[config.mk]
export PLATFORM = sky130hd
export DESIGN_NAME = ram_scan_ctrl_flat
export DESIGN_NICKNAME = d
export VERILOG_FILES = /design/src/rtl/ram_scan_if.sv /design/src/rtl/ram_scan_ctrl.sv /design/src/flat_wrapper.sv
export SDC_FILE = /design/constraint.sdc
export NUM_CORES = 1
export LEC_CHECK = 0
export ABC_CLOCK_PERIOD_IN_PS = 2400
export BUFFER_PORTS_ARGS = -buffer_cell sky130_fd_sc_hd__buf_2
export CAP_MARGIN = 15
export CORE_ASPECT_RATIO = 0.7
export CORE_MARGIN = 2
export CORE_UTILIZATION = 47
export DETAILED_ROUTE_END_ITERATION = 10
export PLACE_DENSITY = 0.75
export RECOVER_POWER = 100
export REMOVE_ABC_BUFFERS = 1
export SLEW_MARGIN = 25
export SYNTH_ARGS = -nofsm -noshare
export SYNTH_HDL_FRONTEND = slang
export SYNTH_SLANG_ARGS = --single-unit
[constraint.sdc]
create_clock -name clk -period 2.4 [get_ports clk]
set_clock_uncertainty 0.2 [all_clocks]
set_input_delay 0.24 -clock clk [delete_from_list [all_inputs] [get_ports clk]]
set_output_delay 0.24 -clock clk [all_outputs]
set_load 0.02 [all_outputs]
[src/rtl/ram_scan_if.sv]
// Command, status and RAM-pin bundle between ram_scan_ctrl and its environment.
// The slave modport is the controller's side; master is the host/RAM side.
interface ram_scan_if #(
    parameter int DW = 16,
    parameter int AW = 7
);
    logic          start;
    logic          mode;
    logic [DW-1:0] fill_data;
    logic          busy;
    logic          done;
    logic [DW-1:0] max_value;
    logic [AW-1:0] max_adrs;
    logic [AW-1:0] adrs;
    logic [DW-1:0] wdata;
    logic          data_en;
    logic          _ce;
    logic          _we;
    logic          _oe;
    logic [DW-1:0] rdata;

    modport master (
        output start, mode, fill_data, rdata,
        input  busy, done, max_value, max_adrs, adrs, wdata, data_en, _ce, _we, _oe
    );

    modport slave (
        input  start, mode, fill_data, rdata,
        output busy, done, max_value, max_adrs, adrs, wdata, data_en, _ce, _we, _oe
    );
endinterface

[src/rtl/ram_scan_ctrl.sv]
// Fill / max-scan sequencer for a 128x16 asynchronous RAM; all outputs registered.
// state     | meaning
// IDLE      | waiting for start, RAM deselected
// WR_SETUP  | address/data settle, _ce low, _we high
// WR_STROBE | _we low for one cycle, then next address
// RD_ADDR   | one read address per cycle, _oe low
// RD_LAST   | hold last address so its sample reaches the compare stage
// DONE      | one-cycle done pulse, RAM deselected
module ram_scan_ctrl #(
    parameter int DW    = 16,
    parameter int AW    = 7,
    parameter int DEPTH = 128
) (
    input  logic       clk,
    input  logic       _rst,
    ram_scan_if.slave  bus
);
    typedef enum logic [2:0] {
        IDLE, WR_SETUP, WR_STROBE, RD_ADDR, RD_LAST, DONE
    } state_t;

    localparam logic [AW-1:0] LAST_ADRS = AW'(DEPTH - 1);

    state_t        state_q, state_d;
    logic [AW-1:0] adrs_q, adrs_d;
    logic [DW-1:0] wdata_q, wdata_d;
    logic          busy_q, busy_d;
    logic          done_q, done_d;
    logic          den_q, den_d;
    logic          ce_q, ce_d;
    logic          we_q, we_d;
    logic          oe_q, oe_d;
    logic [DW-1:0] max_value_q, max_value_d;
    logic [AW-1:0] max_adrs_q, max_adrs_d;
    logic [DW-1:0] cap_data_q;
    logic [AW-1:0] cap_adrs_q;
    logic          cap_vld_q;

    always_comb begin
        state_d = state_q;
        adrs_d  = adrs_q;
        wdata_d = wdata_q;
        case (state_q)
            IDLE: begin
                if (bus.start) begin
                    adrs_d = '0;
                    if (!bus.mode) begin
                        wdata_d = bus.fill_data;
                        state_d = WR_SETUP;
                    end else begin
                        state_d = RD_ADDR;
                    end
                end
            end
            WR_SETUP:  state_d = WR_STROBE;
            WR_STROBE: begin
                if (adrs_q == LAST_ADRS) begin
                    state_d = DONE;
                end else begin
                    adrs_d  = adrs_q + 1'b1;
                    state_d = WR_SETUP;
                end
            end
            RD_ADDR: begin
                if (adrs_q == LAST_ADRS) state_d = RD_LAST;
                else                     adrs_d  = adrs_q + 1'b1;
            end
            RD_LAST: state_d = DONE;
            DONE:    state_d = IDLE;
            default: state_d = IDLE;
        endcase
    end

    // Pin levels are decoded from the next state so they register together with it.
    always_comb begin
        ce_d   = 1'b1;
        we_d   = 1'b1;
        oe_d   = 1'b1;
        den_d  = 1'b0;
        busy_d = 1'b0;
        done_d = 1'b0;
        case (state_d)
            WR_SETUP: begin
                ce_d = 1'b0; den_d = 1'b1; busy_d = 1'b1;
            end
            WR_STROBE: begin
                ce_d = 1'b0; we_d = 1'b0; den_d = 1'b1; busy_d = 1'b1;
            end
            RD_ADDR, RD_LAST: begin
                ce_d = 1'b0; oe_d = 1'b0; busy_d = 1'b1;
            end
            DONE:    done_d = 1'b1;
            default: ;
        endcase
    end

    // Address 0 is always the first sample of a scan, so it loads unconditionally.
    always_comb begin
        max_value_d = max_value_q;
        max_adrs_d  = max_adrs_q;
        if (cap_vld_q && ((cap_adrs_q == '0) || (cap_data_q > max_value_q))) begin
            max_value_d = cap_data_q;
            max_adrs_d  = cap_adrs_q;
        end
    end

    always_ff @(posedge clk) begin
        if (!_rst) begin
            state_q     <= IDLE;
            adrs_q      <= '0;
            wdata_q     <= '0;
            busy_q      <= 1'b0;
            done_q      <= 1'b0;
            den_q       <= 1'b0;
            ce_q        <= 1'b1;
            we_q        <= 1'b1;
            oe_q        <= 1'b1;
            max_value_q <= '0;
            max_adrs_q  <= '0;
            cap_data_q  <= '0;
            cap_adrs_q  <= '0;
            cap_vld_q   <= 1'b0;
        end else begin
            state_q     <= state_d;
            adrs_q      <= adrs_d;
            wdata_q     <= wdata_d;
            busy_q      <= busy_d;
            done_q      <= done_d;
            den_q       <= den_d;
            ce_q        <= ce_d;
            we_q        <= we_d;
            oe_q        <= oe_d;
            max_value_q <= max_value_d;
            max_adrs_q  <= max_adrs_d;
            cap_data_q  <= bus.rdata;
            cap_adrs_q  <= adrs_q;
            cap_vld_q   <= (state_q == RD_ADDR);
        end
    end

    assign bus.busy      = busy_q;
    assign bus.done      = done_q;
    assign bus.max_value = max_value_q;
    assign bus.max_adrs  = max_adrs_q;
    assign bus.adrs      = adrs_q;
    assign bus.wdata     = wdata_q;
    assign bus.data_en   = den_q;
    assign bus._ce       = ce_q;
    assign bus._we       = we_q;
    assign bus._oe       = oe_q;
endmodule
[src/flat_wrapper.sv]
// flat-port wrapper written by rule: the top's interface ports become plain ports
module ram_scan_ctrl_flat 
#(
    parameter int DW    = 16,
    parameter int AW    = 7,
    parameter int DEPTH = 128
)
  (clk, _rst, bus_start, bus_mode, bus_fill_data, bus_rdata, bus_busy, bus_done, bus_max_value, bus_max_adrs, bus_adrs, bus_wdata, bus_data_en, bus__ce, bus__we, bus__oe);
  ram_scan_if #(.DW(DW), .AW(AW)) bus_i ();
  input  logic clk;
  input  logic _rst;
  input wire logic [$bits(bus_i.start)-1:0] bus_start;
  input wire logic [$bits(bus_i.mode)-1:0] bus_mode;
  input wire logic [$bits(bus_i.fill_data)-1:0] bus_fill_data;
  input wire logic [$bits(bus_i.rdata)-1:0] bus_rdata;
  output wire logic [$bits(bus_i.busy)-1:0] bus_busy;
  output wire logic [$bits(bus_i.done)-1:0] bus_done;
  output wire logic [$bits(bus_i.max_value)-1:0] bus_max_value;
  output wire logic [$bits(bus_i.max_adrs)-1:0] bus_max_adrs;
  output wire logic [$bits(bus_i.adrs)-1:0] bus_adrs;
  output wire logic [$bits(bus_i.wdata)-1:0] bus_wdata;
  output wire logic [$bits(bus_i.data_en)-1:0] bus_data_en;
  output wire logic [$bits(bus_i._ce)-1:0] bus__ce;
  output wire logic [$bits(bus_i._we)-1:0] bus__we;
  output wire logic [$bits(bus_i._oe)-1:0] bus__oe;
  assign bus_i.start = bus_start;
  assign bus_i.mode = bus_mode;
  assign bus_i.fill_data = bus_fill_data;
  assign bus_i.rdata = bus_rdata;
  assign bus_busy = bus_i.busy;
  assign bus_done = bus_i.done;
  assign bus_max_value = bus_i.max_value;
  assign bus_max_adrs = bus_i.max_adrs;
  assign bus_adrs = bus_i.adrs;
  assign bus_wdata = bus_i.wdata;
  assign bus_data_en = bus_i.data_en;
  assign bus__ce = bus_i._ce;
  assign bus__we = bus_i._we;
  assign bus__oe = bus_i._oe;
  ram_scan_ctrl #(.DW(DW), .AW(AW), .DEPTH(DEPTH)) u_core (.clk(clk), ._rst(_rst), .bus(bus_i));
endmodule
Word level (Yosys, flattened, before mapping)

Index checks and enable logic that the tools add are counted.

Register bits: 79
Input port bits: 36

Bitwise operators: 1
$add $sub $neg: 1
Reductions and logical operators: 11
$lt $le $gt $ge: 1
Equality and inequality tests: 12
Muxes and demuxes: 14

Operators with widths:

| kind                                                                  | count |
|---|---|
| 16-bit > comparator                                                   | 1 |
| 3-bit one-hot mux with 5 select lines                                 | 1 |
| 7-bit 2-to-1 mux                                                      | 2 |
| 7-bit one-hot mux with 2 select lines                                 | 1 |
| 3-bit by 2-bit equality test with 1-bit output, second input constant | 4 |
| 3-bit equality test, second input constant                            | 3 |
| 3-bit 2-to-1 mux                                                      | 3 |
| 7-bit by 1-bit adder with 7-bit output, second input constant         | 1 |
| 7-bit equality test, second input constant                            | 1 |
| 7-bit logical NOT                                                     | 1 |
| 3-bit by 1-bit equality test with 1-bit output, second input constant | 2 |
| 1-bit 2-to-1 mux                                                      | 6 |
| 3-bit AND reduction                                                   | 2 |
| 2-bit OR reduction                                                    | 3 |
| 2-bit != test, second input constant                                  | 2 |
| 4-bit OR reduction                                                    | 1 |
| 3-bit logical NOT                                                     | 1 |
| 2-bit 2-to-1 mux                                                      | 1 |
| 2-bit nonzero test                                                    | 1 |
| 1-bit logical AND                                                     | 1 |
| 1-bit logical OR                                                      | 1 |
| 1-bit NOT                                                             | 1 |

Depth between registers and ports, before layout

Word-level depth: 6
Gate-level depth with buffers: 8
Mapped depth without buffers: 7

Worst setup path before layout

Ideal clock, no wire load.

Kind: flip-flop to flip-flop
Start: register u_core.max_value_q[11] (netlist: u_core.bus.max_value[11])
End: register u_core.max_adrs_q[0] (netlist: u_core.bus.max_adrs[0])
Slack: -0.159 ns
Data arrival time: 2.287 ns
Cell stages (with the launch flop): 9
Clock period less this slack: 2.559 ns
Required time: 2.128 ns
Cell sequence: dfxtp_1 inv_1 ha_1 nand2_1 or3_4 a2111o_1 a31oi_4 buf_8 mux2i_1

Word-level cells in the longest chain between the ends: 3

Ends and longest elaborated chain:

| element                | RTL line             | RTL |
|---|---|---|
| from (decl)            | ram_scan_ctrl.sv:33  | `logic [DW-1:0] max_value_q, max_value_d;` |
| from (signal assigned) | ram_scan_ctrl.sv:133 | `max_value_q <= max_value_d;` |
| 16-bit > comparator    | ram_scan_ctrl.sv:101 | `if (cap_vld_q && ((cap_adrs_q == '0) \|\| (cap_data_q > max_value_q))) begin` |
| 1-bit logical OR       | ram_scan_ctrl.sv:101 |  |
| 1-bit logical AND      | ram_scan_ctrl.sv:101 |  |
| to (signal assigned)   | ram_scan_ctrl.sv:134 | `max_adrs_q <= max_adrs_d;` |
| to (decl)              | ram_scan_ctrl.sv:34  | `logic [AW-1:0] max_adrs_q, max_adrs_d;` |

Every way passes these cells.
A chain may end at the register's enable or synchronous reset.

Worst setup path after layout

Start: register u_core.max_value_q[11] (netlist: u_core.bus.max_value[11])
End: register u_core.max_value_q[6] (netlist: u_core.bus.max_value[6])

Word-level cells in the longest chain between the ends: 3

Ends and longest elaborated chain:

| element             | RTL line |
|---|---|
| 16-bit > comparator | ram_scan_ctrl.sv:101 |
| 1-bit logical OR    | ram_scan_ctrl.sv:101 |
| 1-bit logical AND   | ram_scan_ctrl.sv:101 |

Every way passes these cells.

==> flow_summary.json <==
{
  "power_mw": 2.96,
  "fin_crit_sh_pct": 103,
  "grt_pass1_vias": 2687,
  "rsz0062_at_grt": "true",
  "hold_viol": 0,
  "die_area_um2": 7790,
  "io_buffers": 87,
  "p_leak_nw": 1.71,
  "final_util_pct": 67.4,
  "cts_htree_levels": 3,
  "num-fill-cells": 566,
  "synth_area_um2": 3330,
  "finalCriticalPeriod_ns": 2.48,
  "arrival_ns": 2.52,
  "antennaDiodeCount": 0,
  "ir_worst_vdd_mv": 0.361,
  "drtIter0Drc": 152,
  "io_pins": 88,
  "firstDrtPassIters": 5,
  "clkTransAtPathRegs_ns": 0.10,
  "clockBufferDepth": 2,
  "crit_path_start_kind": "flop",
  "tightest_slew_ns": 0.874,
  "synthTopCellsByArea": "dfxtp_1, nand2_1, mux2i_1",
  "wl_per_cell_um": 13.8,
  "drt-total-wl_mm": 8.31,
  "maxSlewViolCount": 0,
  "max_freq_mhz": 403,
  "violations": "setup timing",
  "final_cell_mix": "nand2_1, dfxtp_1, clkbuf_1",
  "dp_hpwl_mm": 5.16,
  "synth-main-ff-cell": "dfxtp_1",
  "endpoint_kind": "flop",
  "clkSinkCount": 79,
  "maxSlewHeadroom_pct": 41.7,
  "worst_skew_pair.late_latency_ns": 0.36,
  "start_util_pct": 48.9,
  "synth.avg_cell_area_um2": 8.98,
  "grt.total_usage_pct": 20.5,
  "hp-class": "input pin to flop",
  "overflow": 0,
  "status": "finished with violations",
  "antenna_found_initial": 0,
  "gp_congestion": 0.899,
  "grt_max_degree": 38,
  "cts_tree": "done",
  "die_x_um": 105,
  "cts_inserted_buffers": 9,
  "synthCells": 371,
  "ys_warn_count": 0,
  "ys_seq_area_share_pct": 47.4,
  "synth_edf_count": 0,
  "drc": 0,
  "preCtsSetupSlack_ns": -0.0911,
  "die_h_um": 74.5,
  "row_count": 25,
  "layout_commonest_cell": "nand2_1",
  "drv_cap": 0,
  "async_flop_share_pct": 0,
  "path_class": "flop to flop",
  "coreArea_um2": 6820,
  "grt_pass1_wl_mm": 12.6,
  "power.density_nw_per_um2": 643,
  "viasPerCell": 4.93,
  "layout-drive-gt1-share_pct": 17.6,
  "nNetsFinal": 554,
  "worst-endpoint-required_ns": 2.44,
  "setup-violations-final": 23,
  "cts-root-buf": "clkbuf_8",
  "synthToLayoutAreaGrowth_pct": 38.0,
  "ys_types": 40,
  "synth_top_area_share_pct": 47.4,
  "antenna_left": 0,
  "vias": 2958,
  "ys_seq_elements": 79,
  "finalSetupTns_ns": -1.33,
  "yosysTopAreaCell": "dfxtp_1",
  "critPathMaxFanout": 5,
  "setup_ws_ns": -0.0807
}
report_power, final:
part	internal, mW	leakage [nW]	total (mW)	switching [mW]
Combinational	0.157	0.937	0.335	0.178
Sequential	1.35	0.647	1.39	0.0355
Clock	0.727	0.127	1.23	0.505
Total	2.24	1.71	2.96	0.719
layer usage:
layer / part of all wire (%) / GRT usage, % / vias to the layer above
met2: 47 / 34.9 / 77
li1: - / - / 1491
met4: 1.4 / 5.48 / 0
met3: 4.7 / 6.40 / 12
met5: 0 / 0 / -
met1: 46 / 25.8 / 1378
sequential cells by signal, summed over array words and instances (netlist names), 3 cells and up:
signal and flops:
u_core.bus.adrs 7, u_core.bus.max_adrs 7, u_core.bus.max_value 16, u_core.bus.wdata 16, u_core.cap_adrs_q 7, u_core.cap_data_q 16
u_core.state_q 3
cell usage after synthesis (4+ instances only):
library cell   n
nand2_1       90
dfxtp_1       79
and2_1        24
mux2i_1       23
inv_1         20
ha_1          17
nor2_1        17
a21boi_0      16
clkbuf_1      15
a21oi_1       12
nand3_1        6
a211oi_1       4
a21o_1         4
nand2b_1       4
nand4_1        4
xnor2_1        4
worst paths after layout:
| check | from | to | slack (ns) | cells past startpoint |
|---|---|---|---|---|
| max | u_core.bus.max_value[11]$_SDFFE_PN0P_ | u_core.bus.max_value[6]$_SDFFE_PN0P_ | -0.08 | 10 |
| min | bus_start | u_core.bus._oe$_SDFF_PN1_ | 0.04 | 3 |
| min reg2reg | u_core.cap_adrs_q[4]$_SDFF_PN0_ | u_core.bus.max_adrs[4]$_SDFFE_PN0P_ | 0.26 | 2 |
| max reg2reg | u_core.bus.max_value[11]$_SDFFE_PN0P_ | u_core.bus.max_value[6]$_SDFFE_PN0P_ | -0.08 | 10 |
metrics by stage:
stage	cells	area [um2]	hold WS, ns
floorplan	353	3240	0.157
global placement	544	3880	0.242
detailed placement	544	3880	0.249
CTS	596	4570	0.0295
global route	600	4600	0.0427
finish	600	4600	0.0447
critical path, cell delays in order, from the launching register on:
cell       delay (ns)
dfxtp_2          0.36
inv_2            0.06
ha_4             0.27
nand2_2          0.05
or3_4            0.42
o41ai_2          0.37
buf_4            0.18
a31oi_4          0.04
buf_6            0.15
clkbuf_16        0.15
mux2i_1          0.12
final cells by class:
type                            count  area, um2  share of cell area, %
Inverter                           20       75.1                   1.63
Timing Repair Buffer              137        892                   19.4
Clock inverter                      6        116                   2.53
Clock buffer                       10        138                   2.99
Multi-Input combinational cell    254       1670                   36.3
Tap cell                           94        118                   2.56
Sequential cell                    79       1590                   34.5
timing repair:
item	CTS	global route
setup endpoints to repair	23	23
gates cloned	1	2
hold endpoints to repair	33	0
setup buffers	2	3
pin swaps	2	1
gates resized for setup	14	12
hold buffers	33	0
kinds of logic after synthesis:
| group | after synthesis | synth area share [%] |
|---|---|---|
| AND/OR/NAND/NOR | 157 | 21.6 |
| flip-flops | 79 | 47.4 |
| AO/OA/AOI/OAI | 53 | 11.6 |
| buffers and inverters | 38 | 4.99 |
| multiplexers | 23 | 6.91 |
| adder cells (fa/ha/maj) | 17 | 6.38 |
| XOR/XNOR | 4 | 1.05 |
Note: power is estimated with default switching activity, not from simulation.
